**config.mk**
```make
export PLATFORM = sky130hd
export DESIGN_NAME = serial_add_ctrl
export DESIGN_NICKNAME = d
export VERILOG_FILES = /design/src/rtl/serial_add_ctrl.sv
export SDC_FILE = /design/constraint.sdc
export NUM_CORES = 1
export LEC_CHECK = 0
export ABC_AREA = 0
export CORE_MARGIN = 5
export CORE_UTILIZATION = 45
export DETAILED_ROUTE_END_ITERATION = 6
export PLACE_DENSITY = 0.8
export SKIP_CTS_REPAIR_TIMING = 1
export SLEW_MARGIN = 40
export SYNTH_ARGS = -nofsm -noshare
export SYNTH_HDL_FRONTEND = slang
export SYNTH_SLANG_ARGS = --single-unit
```
**constraint.sdc**
```tcl
create_clock -name clk -period 1.6 [get_ports clk]
set_input_delay 0.16 -clock clk [delete_from_list [all_inputs] [get_ports clk]]
set_output_delay 0.16 -clock clk [all_outputs]
set_load 0.05 [all_outputs]
```
**src/rtl/serial_add_ctrl.sv**
```systemverilog
// rtl/serial_add_ctrl.sv - bit-serial adder controller sequencing an external full adder
// Optional datapath self-check: define SERIAL_ADD_CHECK_EN to build the err logic.
module serial_add_ctrl #(
  parameter int WIDTH = 8
) (
  input  logic             clk,
  input  logic             n_reset,
  input  logic             start,
  input  logic [WIDTH-1:0] a_in,
  input  logic [WIDTH-1:0] b_in,
  input  logic             cin,
  output logic             fa_a,
  output logic             fa_b,
  output logic             fa_c,
  input  logic [1:0]       fa_y,
  output logic             busy,
  output logic             done,
  output logic [WIDTH-1:0] sum,
  output logic             cout,
  output logic             err
);

  localparam int CW = $clog2(WIDTH) + 1;

  localparam logic [1:0] ST_IDLE = 2'd0;
  localparam logic [1:0] ST_RUN  = 2'd1;
  localparam logic [1:0] ST_DONE = 2'd2;

  logic [1:0]       state_q, state_d;
  logic [WIDTH-1:0] a_sh_q, a_sh_d;
  logic [WIDTH-1:0] b_sh_q, b_sh_d;
  logic [WIDTH-1:0] res_q, res_d;
  logic [WIDTH-1:0] sum_q, sum_d;
  logic             carry_q, carry_d;
  logic             cout_q, cout_d;
  logic [CW-1:0]    cnt_q, cnt_d;
  logic             running;
  logic             accept;
  logic [WIDTH-1:0] res_shifted;

  assign running     = (state_q == ST_RUN);
  // Only IDLE and DONE listen to start; a request during RUN is dropped.
  assign accept      = start && ((state_q == ST_IDLE) || (state_q == ST_DONE));
  // Sum bits arrive LSB first, so they enter at the MSB and walk down.
  assign res_shifted = {fa_y[0], res_q[WIDTH-1:1]};

  // Full-adder inputs are gated so the datapath sees zeros outside RUN.
  always_comb begin
    fa_a = running & a_sh_q[0];
    fa_b = running & b_sh_q[0];
    fa_c = running & carry_q;
  end

  assign busy = running;
  assign done = (state_q == ST_DONE);
  assign sum  = sum_q;
  assign cout = cout_q;

  // Next-state: capture on accept, one bit per cycle in RUN, commit on the last bit.
  always_comb begin
    state_d = state_q;
    a_sh_d  = a_sh_q;
    b_sh_d  = b_sh_q;
    res_d   = res_q;
    sum_d   = sum_q;
    carry_d = carry_q;
    cout_d  = cout_q;
    cnt_d   = cnt_q;
    case (state_q)
      ST_RUN: begin
        res_d   = res_shifted;
        carry_d = fa_y[1];
        a_sh_d  = {1'b0, a_sh_q[WIDTH-1:1]};
        b_sh_d  = {1'b0, b_sh_q[WIDTH-1:1]};
        cnt_d   = cnt_q + CW'(1);
        if (cnt_q == CW'(WIDTH - 1)) begin
          state_d = ST_DONE;
          sum_d   = res_shifted;
          cout_d  = fa_y[1];
        end
      end
      ST_IDLE, ST_DONE: begin
        state_d = ST_IDLE;
        if (accept) begin
          state_d = ST_RUN;
          a_sh_d  = a_in;
          b_sh_d  = b_in;
          carry_d = cin;
          cnt_d   = '0;
        end
      end
      default: state_d = ST_IDLE;
    endcase
  end

  // State and datapath registers; reset clears everything, discarding any partial result.
  always_ff @(posedge clk or negedge n_reset) begin
    if (!n_reset) begin
      state_q <= ST_IDLE;
      a_sh_q  <= '0;
      b_sh_q  <= '0;
      res_q   <= '0;
      sum_q   <= '0;
      carry_q <= 1'b0;
      cout_q  <= 1'b0;
      cnt_q   <= '0;
    end else begin
      state_q <= state_d;
      a_sh_q  <= a_sh_d;
      b_sh_q  <= b_sh_d;
      res_q   <= res_d;
      sum_q   <= sum_d;
      carry_q <= carry_d;
      cout_q  <= cout_d;
      cnt_q   <= cnt_d;
    end
  end

`ifdef SERIAL_ADD_CHECK_EN
  logic       err_q, err_d;
  logic [1:0] fa_exp;

  assign fa_exp = {1'b0, fa_a} + {1'b0, fa_b} + {1'b0, fa_c};

  // Sticky mismatch flag: set by any bad adder result in RUN, cleared by a new operation.
  always_comb begin
    err_d = err_q;
    if (accept) begin
      err_d = 1'b0;
    end else if (running && (fa_y != fa_exp)) begin
      err_d = 1'b1;
    end
  end

  // Error flag register.
  always_ff @(posedge clk or negedge n_reset) begin
    if (!n_reset) begin
      err_q <= 1'b0;
    end else begin
      err_q <= err_d;
    end
  end

  assign err = err_q;
`else
  assign err = 1'b0;
`endif

endmodule

```
==> results.md, run 1 <==
* Number of hold violations in the final report at 0
* Area taken by multi-input logic gates at just under 800 um^2
* Worst setup path class: reg2out
* Clock Sink Count at 39
* Max Clock Freq at about 640 MHz
* Final setup violation count at 0
* R2R cell count at 4
* Post-layout minimum cycle time at 1.56 ns
* HP Class: in2async
* Cell total after placement at around 230
* PD cells at between 2000 and 2500 mW/mm^2
* Clock tree from TritonCTS: yes
* Boundary pin count at 37
* Count of cell types in the netlist at 27
* All-Layer GR Usage at 0.153
* Cells after synthesis at 139
* Die width at about 73 um
* Final estimated routing congestion in global placement at approximately 0.79
* Crit path buf inv count at 3
* Max-capacitance violation count at 0
* Flops & latches, synth at 39
* Outcome: finished, final reports clean
* Number of nets still failing antenna checks after routing at 0
* Slowest stage cell on the critical path: dfrtp_2
* Clk_lat worst skew at 0.29 ns
* First DRT Iteration DRCs at 66
* Final critical-path setup slack at 0.0355 ns
* Initial core utilization at 0.456
* Combinational share of power at 0.513
* Switching Fraction at 0.377
* Clock transition at the registers of the reported paths at around 0.080 ns
* Global-route wire length before repair at around 6300 um
* Peak ir drop on the vdd network at 1.23 mV
* Sequential cell area at a little under 0.001 mm^2
* RSZ-0062 raised after global routing: no
* Cell family contributing the most delay on the critical path: buffers and inverters
* Cell type contributing the most total cell area after synthesis: dfrtp_1
* Area Overhead vs Synth at 34.6%
* Cell chain of the critical path: buf_4 > buf_4 > nor2b_2 > buf_12
* Post-synth ARST share at 1.00
* Final Max Slew Viols at 0
* Standard cell core area at about 0.0039 mm^2
* Seq/Total Area, Yosys at 0.542
* Drt drc at 0
* Clock buffer count from CTS at 5
* Library cell used as clock root buffer: clkbuf_8
* Number of enable-type register cells in the synthesized netlist at 0
* CTS H-tree lvls at 2
* Maximum number of pins on one net before global-route repair at 40
* Clock skew after layout at between 0.009 and 0.01 ns
* Flip-flop cell with the highest count after synthesis: dfrtp_1
* Diodes inserted at 0
* Fillers at a little under 300
* Maximum single-stage delay on the critical path at 0.45 ns
* Share of cells above drive strength 1 at 0.446
* Total number of cells along the worst setup path at 4
* Total via count in the routed design at between 1000 and 1500
* Number of nets produced by synthesis at about 160
* Non-filler instance count after layout at around 240
* LEAKAGE at about 1.1 nW
* DPL Wire Length at around 2700 um
* Port buffer count at 35
* Critical path data required time at 1.44 ns
* Number of antenna violations at the first check in global routing at 0
* Critical Path Start Type: flop
* Die height at between 70 and 80 um
* Total congestion overflow at 0
* Final period util at 0.978
* Area share of the leading cell type in the synthesized netlist at 0.542
* Cell mode on critical path: buf_4
* Via density per instance at just over 5
* Initial DRT Pass Iterations at 4
* Critical-path maximum fanout at 15
* Pre-CTS WS at -0.0368 ns
* Switching power total at slightly below 0.002 W
* Endpoint arrival time on the critical path at approximately 1.4 ns
* Buffer levels on the longest clock path at 2
* Clock power frac at 0.163
* Sequential group share of total power at 0.324
* Cell types occupying the most area after synthesis: dfrtp_1, mux2_2, mux2_4, nand2_1, mux2i_1
* Row count at 23
* Area of the die at ~0.0054 mm^2
* Cell area after synthesis at ~0.0018 mm^2
* Synthesized area per cell at 12.9 um^2
* Synth Warn # at 0
* Overall routed net length at about 3700 um
* Cell internal pwr at around 0.0033 W
* Average wire per standard cell at approximately 16 um
* Category of the worst setup path capture point: output pin
* Vias in the first global route at 1332
* Final net count at between 200 and 250
[Yosys cell counts (all sizes together) (2+ instances only)]
master	number
o21ai	4
clkbuf	2
nand3	4
buf	6
mux2i	3
and2	3
dfrtp	39
mux2	39
nand2b	2
nand2	25
[layout by cell type, fill, tap and decap left out, types with 2 or more instances in the layout]
master	count
mux2_4	9
clkbuf_8	6
and2_4	2
mux2i_1	3
nand3_1	4
mux2_2	30
nand2_1	24
dfrtp_1	38
buf_12	5
o21ai_0	4
buf_4	19
clkdlybuf4s50_1	20
[area by class of cell]
cell class                      count  area share
Timing Repair Buffer               47       0.194
Tap cell                           50      0.0258
Sequential cell                    39       0.403
Clock inverter                      2      0.0160
Inverter                            1     0.00155
Clock buffer                        6      0.0341
Multi-Input combinational cell     91       0.325
[worst min-delay path, stage by stage]
cell and delay, ns:
dlygate4sd3_1 0.52, buf_2 0.09, buf_4 0.41
[stage by stage]
stage | TNS [ns] | hold WS [ns] | instance area [um^2] | util | total power [W]
floorplan | 0 | -0.136 | 1800 | - | 0.00345
finish | 0 | 0.444 | 2420 | 0.614 | 0.00527
CTS | -0.999 | -0.0763 | 2380 | 0.605 | 0.00523
global placement | -0.0176 | 0.234 | 2260 | 0.574 | 0.00422
detailed placement | -0.732 | 0.240 | 2260 | 0.574 | 0.00434
global route | 0 | 0.489 | 2420 | 0.614 | 0.00555
[power by group through the flow]
stage,Combinational [W],Clock (W),Sequential (W)
finish,0.00270,0.000862,0.00171
global route,0.00286,0.000931,0.00176
CTS,0.00264,0.000883,0.00170
detailed placement,0.00263,0,0.00171
global placement,0.00254,0,0.00168
floorplan,0.00149,0,0.00196
[flip-flops by register name (all words and copies together), names as in the netlist]
signal,count
a_sh_q,8
b_sh_q,8
carry_q,1
cnt_q,4
cout,1
res_q,7
state_q,2
sum,8
[path summary, 6_finish.rpt]
check | start | end | slack, ns
max in group asynchronous | n_reset | state_q[0] | 0.79
worst max register to register | state_q[0] | a_sh_q[4] | 0.09
worst min register to register | res_q[1] | res_q[1] | 0.49
worst max-delay path | state_q[0] | done | 0.04
worst min-delay path | n_reset | sum[2] | 0.44
min in group clk | fa_y[0] | res_q[7] | 0.45
[logic make-up after synthesis]
group	share of synthesized area
adders and majority gates	0.00695
AOI/OAI and AO/OA	0.0188
and+or+nand+nor	0.113
xor gates and xnor gates	0.00487
DFF	0.542
muxes	0.280
other	0.00208
buffers and inverters	0.0327
[layer usage]
layer / share of wire / vias up / GRT usage
met5: 0 / - / 0
met4: 0.020 / 0 / 0.0451
met3: 0.039 / 8 / 0.0399
met2: 0.55 / 24 / 0.277
met1: 0.39 / 605 / 0.175
li1: - / 564 / -
Power figures use the tool's default switching activity.
==> run 2: changes to the inputs <==
CTS_CLUSTER_SIZE = 40   (was unset)
==> results of run 2 <==
No change in the layout: final DEF, timing and power equal those of run 1.
==> run 3: changes to the inputs <==
CORE_UTILIZATION = 50   (was 45)
CTS_CLUSTER_SIZE = unset   (was 40)
PLACE_DENSITY = 0.86   (was 0.8)
==> run 3 against run 2 <==
Wire length shrank 6.2%. Sequential power is essentially flat. Clock power fell by 24%. Combinational power is essentially flat. First-iteration DRC count is the same. Maximum frequency rose by 0.79%. Register-to-register slack hardly changed. Total power decreased by 3.9%. Hold slack worse by 0.091 ns. Critical path type unchanged.
==> results.md, run 3 (synthesis results as in run 1) <==
* Outcome: finished, final reports clean
* First DRT Iteration DRCs at 66 (unchanged)
* Final Max Slew Viols at 0 (unchanged)
* Clk_lat worst skew at 0.35 ns (+0.06 ns)
* Library cell used as clock root buffer: clkbuf_4
* Max-capacitance violation count at 0 (unchanged)
* Die height at 70.0 um (-4.4%)
* Share of cells above drive strength 1 at 0.439 (-0.00773)
* Number of hold violations in the final report at 0 (unchanged)
* Total power of the final layout at 0.00506 W (-3.9%)
* Critical path data required time at 1.44 ns (about the same)
* Standard cell core area at 0.00342 mm^2 (-13%)
* Reg-to-reg critical path endpoint: a_sh_q[3]
* HP Class: in2reg
* Initial core utilization at 0.527 (+0.0704)
* Placed cell area at 0.00225 mm^2 (-0.55%)
* Cells on Worst Hold Path at 3
* Most common cell after layout, fill and taps aside: dfrtp_1
* PD cells at 2120 mW/mm^2 (-2.6%)
* Clock buffer count from CTS at 5 (unchanged)
* Clock Sink Count at 39 (unchanged)
* Top library cells by usage in the layout, fill and taps aside: dfrtp_1, mux2_2, nand2_1
* All-Layer GR Usage at 0.147 (-0.00653)
* Register-to-Register Setup Slack at 0.09 ns (about the same)
* CTS H-tree lvls at 2 (unchanged)
* Post-layout minimum cycle time at 1.55 ns (-0.0123 ns)
* Category of the worst setup path capture point: output pin
* Area Overhead vs Synth at 32.8%
* Cell chain of the critical path: nand2b_4 > inv_2 > buf_8 > and2_2 > buf_12
* Final setup violation count at 0 (unchanged)
* Boundary pin count at 37 (unchanged)
* Average wire per standard cell at 14.9 um (-5.0%)
* Routing usage on met3 at 0.0402 (+0.000227)
* Endpoint of the worst hold-timing path: res_q[7]
* Worst setup path class: reg2out
* Drt drc at 0 (unchanged)
* Total via count in the routed design at 1197 (-0.33%)
* Row count at 21 (-8.7%)
* Overall routed net length at 3470 um (-6.2%)
* Number of nets still failing antenna checks after routing at 0 (unchanged)
* Final instance area at 0.00239 mm^2 (-1.4%)
* Total congestion overflow at 0 (unchanged)
* Start point of the worst hold path: fa_y[0]
* Diodes inserted at 0 (unchanged)
* Maximum number of pins on one net before global-route repair at 40 (unchanged)
* Reg-to-reg startpoint: state_q[0]
* Max Clock Freq at 644 MHz (+0.79%)
* Met2 GRT Util at 0.262 (-0.0147)
* Clock tree from TritonCTS: yes
* Die width at 70.0 um (-4.4%)
* Peak ir drop on the vdd network at 1.01 mV (-18%)
* Port buffer count at 35 (unchanged)
* Number of antenna violations at the first check in global routing at 0 (unchanged)
* Sequential cell area at 976 um^2 (-0.13%)
* Area of the die at 0.00490 mm^2 (-8.7%)
* LEAKAGE at 1.12 nW (-0.77%)
* Buffer levels on the longest clock path at 2 (unchanged)
* Final estimated routing congestion in global placement at 0.736 (-6.8%)
* Clock transition at the registers of the reported paths at 0.12 ns (+0.04 ns)
* Global-route layer with the greatest usage: met2
* Vias in the first global route at 1297 (-2.6%)
* Critical Path Start Type: flop
* Fillers at 259 (-13%)
* Global-route wire length before repair at 5750 um (-8.1%)
* DPL Wire Length at 2570 um (-3.3%)
* Critical-path maximum fanout at 7 (-8)
* R2R cell count at 4 (unchanged)
* Endpoint arrival time on the critical path at 1.39 ns (about the same)
* Slowest stage cell on the critical path: dfrtp_1
* Final period util at 0.970 (-0.00768)
* Clock skew after layout at 0.0124 ns (+0.00261 ns)
* Via density per instance at 5.14 (+0.95%)
* Area taken by multi-input logic gates at 786 um^2 (-0.32%)
* Global-route met1 utilization at 0.170 (-0.00574)
* Maximum single-stage delay on the critical path at 0.44 ns (about the same)
* Initial DRT Pass Iterations at 4 (unchanged)
* Worst hold margin at 0.353 ns (-0.0910 ns)
* Final net count at 209 (+0.48%)
-- run 3: layout make-up --
type,count,area share
Sequential cell,39,0.409
Multi-Input combinational cell,91,0.329
Timing Repair Buffer,48,0.203
Tap cell,46,0.0241
Clock inverter,3,0.0183
Clock buffer,5,0.0157
Inverter,1,0.00157
-- run 3: per-layer routing --
| metal | part of all wire | routed length, um | up-vias |
|---|---|---|---|
| met5 | 0 | 0 | - |
| met4 | 0.011 | 38 | 0 |
| met3 | 0.047 | 162 | 4 |
| met2 | 0.56 | 1930 | 28 |
| met1 | 0.39 | 1340 | 600 |
| li1 | - | - | 565 |
-- run 3: where the power goes --
group / internal [W] / switching, W
sequential: 0.00142 / 0.000271
combinational: 0.00138 / 0.00134
clock: 0.000329 / 0.000325
-- run 3: worst max-delay path, delay by kind of cell, from the launching register on --
kind / cells / cell delay (ns)
buf+inv: 3 / 0.31
flops: 1 / 0.44
simple gates: 2 / 0.29
-- run 3: worst max path at each step --
stage / startpoint / to / slack [ns]
finish: state_q[0] / fa_a / 0.05
global route: state_q[1] / fa_a / -0.009
CTS: state_q[1] / fa_c / -0.09
detailed placement: state_q[1] / sum[4] / -0.02
global placement: state_q[0] / a_sh_q[5] / 0.03
floorplan: state_q[0] / done / 0.08
-- run 3: metrics by stage --
step                setup slack [ns]   util  instances  TNS (ns)
floorplan                     0.0808      -        139         0
finish                        0.0478  0.699        233         0
global route                -0.00890  0.699        233  -0.00890
global placement              0.0256  0.659        222         0
CTS                          -0.0920  0.683        230    -0.765
detailed placement           -0.0228  0.659        222    -0.158
